--- config.mk ---
export PLATFORM = sky130hd
export DESIGN_NAME = sfifo_wr_arbiter_flat
export DESIGN_NICKNAME = d
export VERILOG_FILES = /design/src/rtl/sfifo_pkg.sv /design/src/rtl/sfifo_wr_arbiter_if.sv /design/src/rtl/rr_priority_pick.sv /design/src/rtl/sfifo_wr_arbiter.sv /design/src/flat_wrapper.sv
export SDC_FILE = /design/constraint.sdc
export NUM_CORES = 1
export LEC_CHECK = 0
export CAP_MARGIN = 25
export CORE_MARGIN = 10
export CORE_UTILIZATION = 39
export CTS_BUF_LIST = sky130_fd_sc_hd__clkbuf_2 sky130_fd_sc_hd__clkbuf_4 sky130_fd_sc_hd__clkbuf_8
export DETAILED_ROUTE_END_ITERATION = 6
export PLACE_DENSITY = 0.86
export SLEW_MARGIN = 25
export SYNTH_ARGS = -nofsm -noshare
export SYNTH_HDL_FRONTEND = slang
export SYNTH_HIERARCHICAL = 1
export SYNTH_SLANG_ARGS = --single-unit
--- constraint.sdc ---
create_clock -name clk -period 2.2 [get_ports clk]
set_input_delay 0.55 -clock clk [delete_from_list [all_inputs] [get_ports clk]]
set_output_delay 0.55 -clock clk [all_outputs]
set_load 0.02 [all_outputs]
--- src/rtl/sfifo_pkg.sv ---
// Shared definitions for the synchronous FIFO write-side blocks: the arbiter
// state encoding and the width helper used for pointers and counters.
package sfifo_pkg;

  typedef enum logic [0:0] {
    ST_IDLE  = 1'b0,
    ST_BURST = 1'b1
  } state_t;

  // Bits needed to index 'value' items; never less than 1.
  function automatic int clog2(input int value);
    int w;
    int v;
    w = 0;
    v = value - 1;
    while (v > 0) begin
      w++;
      v = v >>> 1;
    end
    return (w < 1) ? 1 : w;
  endfunction

endpackage

--- src/rtl/sfifo_wr_arbiter_if.sv ---
// Bundle between the write producers / FIFO write controller (master side)
// and the write-port arbiter (slave side).
interface sfifo_wr_arbiter_if #(
  parameter int NumReq    = 4,
  parameter int DataWidth = 8
);

  logic [NumReq-1:0]           Req;
  logic [NumReq*DataWidth-1:0] WrData;
  logic                        FIFOFull;
  logic [NumReq-1:0]           Grant;
  logic [NumReq-1:0]           Ack;
  logic                        FIFOWrReq;
  logic [DataWidth-1:0]        FIFOWrData;
  logic                        Busy;

  modport master (
    output Req, WrData, FIFOFull,
    input  Grant, Ack, FIFOWrReq, FIFOWrData, Busy
  );

  modport slave (
    input  Req, WrData, FIFOFull,
    output Grant, Ack, FIFOWrReq, FIFOWrData, Busy
  );

endinterface

--- src/rtl/rr_priority_pick.sv ---
// Combinational round-robin pick: first set request at or above ptr,
// wrapping past the top index back to zero.
module rr_priority_pick
  import sfifo_pkg::*;
#(
  parameter int NumReq = 4
) (
  input  logic [NumReq-1:0]        req,
  input  logic [clog2(NumReq)-1:0] ptr,
  output logic [NumReq-1:0]        winner,
  output logic                     any_req
);

  int   idx;
  logic found;

  always_comb begin
    winner = '0;
    found  = 1'b0;
    idx    = 0;
    for (int off = 0; off < NumReq; off++) begin
      idx = int'(ptr) + off;
      if (idx >= NumReq) idx = idx - NumReq;
      if (!found && req[idx]) begin
        winner[idx] = 1'b1;
        found       = 1'b1;
      end
    end
    any_req = |req;
  end

endmodule

--- src/rtl/sfifo_wr_arbiter.sv ---
// Round-robin arbiter sharing the FIFO write port among NumReq producers,
// granting bursts of up to MaxBurst beats with per-beat full back-pressure.
module sfifo_wr_arbiter
  import sfifo_pkg::*;
#(
  parameter int NumReq    = 4,
  parameter int DataWidth = 8,
  parameter int MaxBurst  = 4
) (
  input  logic               clk,
  input  logic               reset,
  sfifo_wr_arbiter_if.slave  bus
);

  localparam int PtrW = clog2(NumReq);
  localparam int CntW = clog2(MaxBurst) + 1;

  state_t            state, state_n;
  logic [NumReq-1:0] grant, grant_n;
  logic [PtrW-1:0]   ptr, ptr_n;
  logic [CntW-1:0]   beat_cnt, beat_n;

  logic [NumReq-1:0]    winner;
  logic                 any_req;
  logic [PtrW-1:0]      owner;
  logic [PtrW-1:0]      ptr_after_owner;
  logic                 req_owner;
  logic                 xfer;
  logic                 last_beat;
  logic [DataWidth-1:0] wr_data;

  rr_priority_pick #(
    .NumReq (NumReq)
  ) u_pick (
    .req     (bus.Req),
    .ptr     (ptr),
    .winner  (winner),
    .any_req (any_req)
  );

  always_comb begin
    owner   = '0;
    wr_data = '0;
    for (int i = 0; i < NumReq; i++) begin
      if (grant[i]) begin
        owner   = PtrW'(i);
        wr_data = wr_data | bus.WrData[i*DataWidth +: DataWidth];
      end
    end
  end

  // Grant is zero outside BURST, so these gate themselves in IDLE.
  assign req_owner       = |(bus.Req & grant);
  assign xfer            = (state == ST_BURST) && req_owner && !bus.FIFOFull;
  assign last_beat       = (beat_cnt == CntW'(MaxBurst - 1));
  assign ptr_after_owner = (owner == PtrW'(NumReq - 1)) ? '0 : owner + PtrW'(1);

  assign bus.Ack        = grant & bus.Req & {NumReq{!bus.FIFOFull}};
  assign bus.FIFOWrReq  = xfer;
  assign bus.FIFOWrData = wr_data;
  assign bus.Grant      = grant;
  assign bus.Busy       = (state == ST_BURST);

  always_comb begin
    state_n = state;
    grant_n = grant;
    ptr_n   = ptr;
    beat_n  = beat_cnt;
    unique case (state)
      ST_IDLE: begin
        if (any_req) begin
          grant_n = winner;
          beat_n  = '0;
          state_n = ST_BURST;
        end
      end
      ST_BURST: begin
        if (!req_owner || (xfer && last_beat)) begin
          grant_n = '0;
          ptr_n   = ptr_after_owner;
          beat_n  = '0;
          state_n = ST_IDLE;
        end else if (xfer) begin
          beat_n  = beat_cnt + CntW'(1);
        end
      end
      default: begin
        state_n = ST_IDLE;
        grant_n = '0;
        beat_n  = '0;
      end
    endcase
  end

  always_ff @(posedge clk) begin
    if (!reset) begin
      state    <= ST_IDLE;
      grant    <= '0;
      ptr      <= '0;
      beat_cnt <= '0;
    end else begin
      state    <= state_n;
      grant    <= grant_n;
      ptr      <= ptr_n;
      beat_cnt <= beat_n;
    end
  end

endmodule

--- src/flat_wrapper.sv ---
// flat-port wrapper written by rule: the top's interface ports become plain ports
module sfifo_wr_arbiter_flat import sfifo_pkg::*;
#(
  parameter int NumReq    = 4,
  parameter int DataWidth = 8,
  parameter int MaxBurst  = 4
)
  (clk, reset, bus_Req, bus_WrData, bus_FIFOFull, bus_Grant, bus_Ack, bus_FIFOWrReq, bus_FIFOWrData, bus_Busy);
  sfifo_wr_arbiter_if #(.NumReq(NumReq), .DataWidth(DataWidth)) bus_i ();
  input  logic clk;
  input  logic reset;
  input wire logic [$bits(bus_i.Req)-1:0] bus_Req;
  input wire logic [$bits(bus_i.WrData)-1:0] bus_WrData;
  input wire logic [$bits(bus_i.FIFOFull)-1:0] bus_FIFOFull;
  output wire logic [$bits(bus_i.Grant)-1:0] bus_Grant;
  output wire logic [$bits(bus_i.Ack)-1:0] bus_Ack;
  output wire logic [$bits(bus_i.FIFOWrReq)-1:0] bus_FIFOWrReq;
  output wire logic [$bits(bus_i.FIFOWrData)-1:0] bus_FIFOWrData;
  output wire logic [$bits(bus_i.Busy)-1:0] bus_Busy;
  assign bus_i.Req = bus_Req;
  assign bus_i.WrData = bus_WrData;
  assign bus_i.FIFOFull = bus_FIFOFull;
  assign bus_Grant = bus_i.Grant;
  assign bus_Ack = bus_i.Ack;
  assign bus_FIFOWrReq = bus_i.FIFOWrReq;
  assign bus_FIFOWrData = bus_i.FIFOWrData;
  assign bus_Busy = bus_i.Busy;
  sfifo_wr_arbiter #(.NumReq(NumReq), .DataWidth(DataWidth), .MaxBurst(MaxBurst)) u_core (.clk(clk), .reset(reset), .bus(bus_i));
endmodule
# After elaboration in Yosys (flattened, before gate mapping)
# Cells that the tools add are included.
# word_totals
regBits	10
latch_bits	0
ram_bits	0
mem_bits_ro	0
input_bits	39
output_inout_bits	18
mem_count	0
# classes
add_sub_neg	9
n_mul	0
div_mod_pow	0
magnitude_cmp	12
n_eq_ne	5
n_shift	0
mux	49
bitwise_logic	9
n_reduce_logical	21
# op_table
operator	count
greater-or-equal comparator 32 x 1 -> 1 bit (second input constant)	4
less-than comparator 32 x 4 -> 1 bit (second input constant)	4
two-way mux 32 bit	4
two-way mux 8 bit	4
two-way mux 4 bit	6
bitwise OR 8 bit	3
two-way mux 1 bit	18
bitwise OR 4 bit	3
subtractor 3 x 3 -> 4 bit (second input constant)	3
logical AND 1 bit	10
greater-or-equal comparator 3 bit (second input constant)	3
two-way mux 3 bit	3
bitwise AND 4 bit	2
binary-select mux 1 bit (select 2 bit)	4
demux 1 bit (select 2 bit)	4
one-hot mux 4 bit (2 select lines)	1
OR reduction 4 bit	2
adder 2 x 2 -> 3 bit (second input constant)	2
two-way mux 2 bit	3
one-hot mux 3 bit (2 select lines)	1
AND reduction 2 bit	3
zero test 1 bit	5
subtractor 2 x 3 -> 4 bit (second input constant)	1
adder 2 x 1 -> 3 bit (second input constant)	1
other kinds (11)	11

# Depth between registers and ports, before layout
# logic_depth
word_depth	17
mapped_depth	8
mapped_depth_nobuf	8

# Cells and area by module
# Netlist, hierarchy kept.
# by_module_without_submodules
module	n_inst	cells_each	area_each_um2
sfifo_wr_arbiter	1	88	664.4
rr_priority_pick	1	33	335.3

# Least setup slack after synthesis
# No wires, ideal clock.
# synth_path
kind	register to register
start	register u_core.ptr[0]
end	register u_core.grant[3] (netlist: u_core/bus.Grant[3])
setup_ps	65
arrival_time_ps	1994
required_time_ps	2135
setup_slack_ps	141
stages_incl_launch_ff	8
path_buffers	0
period_less_slack_ps	2059
path_cell_list	dfxtp_1 > inv_1 > ha_1 > mux4_2 > nor4b_4 > a221o_1 > mux2i_1 > nor2_1
# synth_via
elab_chain_len	17
word_cells_on_any_way	65
classes_between	7 x add/sub; 12 x order compare; 33 x mux; 3 x bitwise; 10 x reduce/logical
# synth_lines
element	line_no	rtl
start, declared	sfifo_wr_arbiter.sv:20	logic [PtrW-1:0] ptr, ptr_n;
start signal, assigned	sfifo_wr_arbiter.sv:104	ptr <= ptr_n;
branches (longest 14 deep; another with greater-or-equal comparator 32 x 1 -> 1 bit)	n/a	
two-way mux 4 bit *	rr_priority_pick.sv:24	if (!found && req[idx]) begin
named net u_core.winner[3]	sfifo_wr_arbiter.sv:23	logic [NumReq-1:0] winner;
two-way mux 4 bit *	sfifo_wr_arbiter.sv:71	if (any_req) begin
one-hot mux 4 bit (2 select lines) *	sfifo_wr_arbiter.sv:69	unique case (state)
end signal, assigned	sfifo_wr_arbiter.sv:103	grant <= grant_n;
end, declared	sfifo_wr_arbiter.sv:19	logic [NumReq-1:0] grant, grant_n;
# Mark *: on every way through the listed nets, which the timed path passes. The select of a mux whose other input is x is not followed.
# A chain may end at the register's enable or synchronous reset.

# Worst setup path in the final report
# layout_path
start	input port bus_WrData[17]
end	output port bus_FIFOWrData[1]
# layout_via
elab_chain_len	4
# layout_lines
element	line_no	rtl
start, declared	flat_wrapper.sv:13	input wire logic [$bits(bus_i.WrData)-1:0] bus_WrData;
bitwise OR 8 bit *	sfifo_wr_arbiter.sv:47	wr_data = wr_data | bus.WrData[i*DataWidth +: DataWidth];
two-way mux 8 bit *	sfifo_wr_arbiter.sv:45	if (grant[i]) begin
bitwise OR 8 bit	sfifo_wr_arbiter.sv:47	
two-way mux 8 bit *	sfifo_wr_arbiter.sv:45	
end, declared	flat_wrapper.sv:18	output wire logic [$bits(bus_i.FIFOWrData)-1:0] bus_FIFOWrData;
# Mark *: on every way between the ends. The rest lies on a longest branch, timed or not.

==> results.toml <==
[synthesis]
avgSynthCellArea_um2 = 8.26
synth_seq_area_share = 0.200
synth_edf_count = 0
ys_ff_latch = 10
async_reset_ff_frac = 0
yosysUniqueCellTypes = 28
synth_ff_type = "dfxtp_1"
synth_nets = 170
syn_inst = 121
yosysWarnings = 6
synth_area_um2 = 1000

[floorplanning]
die_x_um = 70.6
num_io_pins = 57
die_h_um = 70.6
fp.dieArea_um2 = 4990
initial_core_util = 0.407
core_um2 = 2450
row_count = 18

[clock_tree]
clk_pin_slew_ns = 0.06
clk_path_buf_depth = 2
clk_latency_ns = 0.27
cts_hold_buf = 0
cts_tree = "yes"
h-tree-depth = 1
cts-buffers-inserted = 3
clock_sinks = 10
cts_root_buffer = "clkbuf_4"

[setup_path]
start_kind = "primary input"
r2r_cells = 7
critPathCaptureType = "output pin"
crit_fanout = 1
arrival_ns = 1.59
required_ns = 1.65
reg2reg_to = "u_core/bus.Grant[0]"
r2r-start = "u_core/ptr[0]"
reg2reg_slack_ns = 0.22
crit_type = "primary input to output pin"

[global_route]
antenna_found_initial = 0
first_global_vias = 1187
grt-ovfl-total = 0
grt_start_max_net_pins = 14
gr-usage-all-layers = 0.148
grt_pass1_wl_mm = 6.08

[sta]
tightest_slew_ns = 0.442
finalCritPeriodShare = 0.971
skew_ns = 0.00398
fmax_mhz = 468
rsz0062_at_grt = "false"
fin_tns_setup_ns = 0
slew_headroom = 0.703
setup_violations = 0
hold_violations = 0
drv_slew = 0
period_minus_slack_ns = 2.14

[cells_and_area]
final_layout_size_suffix_gt1_frac = 0.128
final_area_um2 = 1690
fin_cells = 217
nNetsFinal = 238
insertedDiodeCount = 0
final_core_util = 0.687
fill_cells = 199
area_growth_pct = 68.6

[placement]
dpl_cell_area_um2 = 1670
place_hpwl_mm = 3.23
finalWeightedCongestion = 0.804
dpl.cell_count = 214
portBuffers = 56

[detailed_routing]
firstDrtPassIters = 4
post_drt_wl_per_cell_um = 17.9
vias = 1246
via_per_inst = 5.74
finalWirelength_mm = 3.89
final_antenna_net_count = 0
drtIter0Drc = 124
drc = 0

[outcome]
outcome = "finished, final reports clean"

[hold_path]
hold-path-cell-count = 2
min_to = "u_core/beat_cnt[1]"
hold_path_startpoint = "u_core/beat_cnt[1]"
min_path_type = "register to register"

[power_and_ir_drop]
p_per_area_nw_per_um2 = 511
ir_drop_uv = 510
p_leak_nw = 0.738

[flow_run]
cap_violations = 0
[power breakdown]
part	internal (mW)	leakage, nW	switching (mW)	total [mW]
Sequential	0.198	0.0815	0.0132	0.211
Combinational	0.256	0.642	0.269	0.525
Clock	0.0632	0.0138	0.0611	0.124
Total	0.517	0.738	0.343	0.860
[how the worst max path moves through the flow]
stage                   start             endpoint  slack [ns]  cells after the start
2_1_floorplan   u_core/ptr[0]  u_core/bus.Grant[3]        0.14                      7
3_3_place_gp       bus_Req[3]        bus_FIFOWrReq       -0.47                      4
3_5_place_dp       bus_Req[3]        bus_FIFOWrReq       -0.49                      4
4_1_cts        bus_WrData[17]    bus_FIFOWrData[1]        0.06                      4
5_1_grt         bus_WrData[0]    bus_FIFOWrData[0]       0.003                      4
6_report       bus_WrData[17]    bus_FIFOWrData[1]        0.06                      4
[area by class of cell]
| type | instances | area [um2] | share of cell area |
|---|---|---|---|
| timing repair buffer | 68 | 646 | 0.383 |
| multi-input combinational | 100 | 757 | 0.449 |
| clock buffer | 3 | 22.5 | 0.0134 |
| sequential | 10 | 200 | 0.119 |
| inverter | 6 | 22.5 | 0.0134 |
| tap | 30 | 37.5 | 0.0223 |
[flip-flops by register name, summed over array words and instances, names as in the netlist]
register	cells
u_core/bus.Busy	1
u_core/ptr	2
u_core/bus.Grant	4
u_core/beat_cnt	3
[layout by cell type, fill, tap and decap left out, types with 2 or more instances in the layout]
cell              n
buf_4            10
ha_1             10
a21oi_1           2
a22oi_1          17
o21ai_0           7
dlygate4sd2_1    13
mux2i_1           5
dfxtp_1          10
clkdlybuf4s50_1  38
nand2_1          23
a311oi_1          2
clkdlybuf4s15_2   3
a221o_1           4
and3_1            2
mux4_2            3
inv_1             6
clkdlybuf4s15_1   2
buf_6             2
clkbuf_4          3
a21boi_1          2
nand2b_1          2
nor2_1           11
[Yosys cell counts (all sizes together), types with 3 or more instances]
library cell | count | area, um2
a221o | 4 | 40.0
a22oi | 17 | 128
clkbuf | 3 | 11.3
dfxtp | 10 | 200
ha | 10 | 125
inv | 6 | 22.5
mux2i | 5 | 50.1
mux4 | 4 | 93.8
nand2 | 23 | 86.3
nor2 | 11 | 41.3
o21ai | 8 | 40.0
[stage by stage]
stage                     worst slack (ns)  hold slack, ns  power, mW
after floorplan                      0.141           0.448      0.515
after global placement              -0.465           0.459      0.744
after detailed placement            -0.490           0.470      0.765
after CTS                           0.0639           0.478      0.865
after global routing               0.00306           0.519      0.918
final                               0.0645           0.477      0.860
[critical path, cell delays in order]
cell and delay (ns):
clkdlybuf4s50_1 0.41, a22oi_1 0.21, nand2_1 0.08, dlygate4sd2_1 0.33
[per-layer routing]
layer / wire length (um) / GRT usage
met5: 0 / 0
met1: 1710 / 0.180
met3: 436 / 0.0572
met4: 17 / 0.0430
met2: 1720 / 0.237
[what timing repair did]
item | CTS | global route
setup endpoints to repair | 17 | 0
setup buffers | 0 | 0
resized for setup | 29 | 0
[cells by family after synthesis]
family | after synthesis | synth area share
simple gates | 43 | 0.212
compound gates | 38 | 0.277
buf+inv | 11 | 0.0425
fa+ha+maj | 10 | 0.125
flops | 10 | 0.200
mux | 9 | 0.144
(Power assumes the default switching activity.)
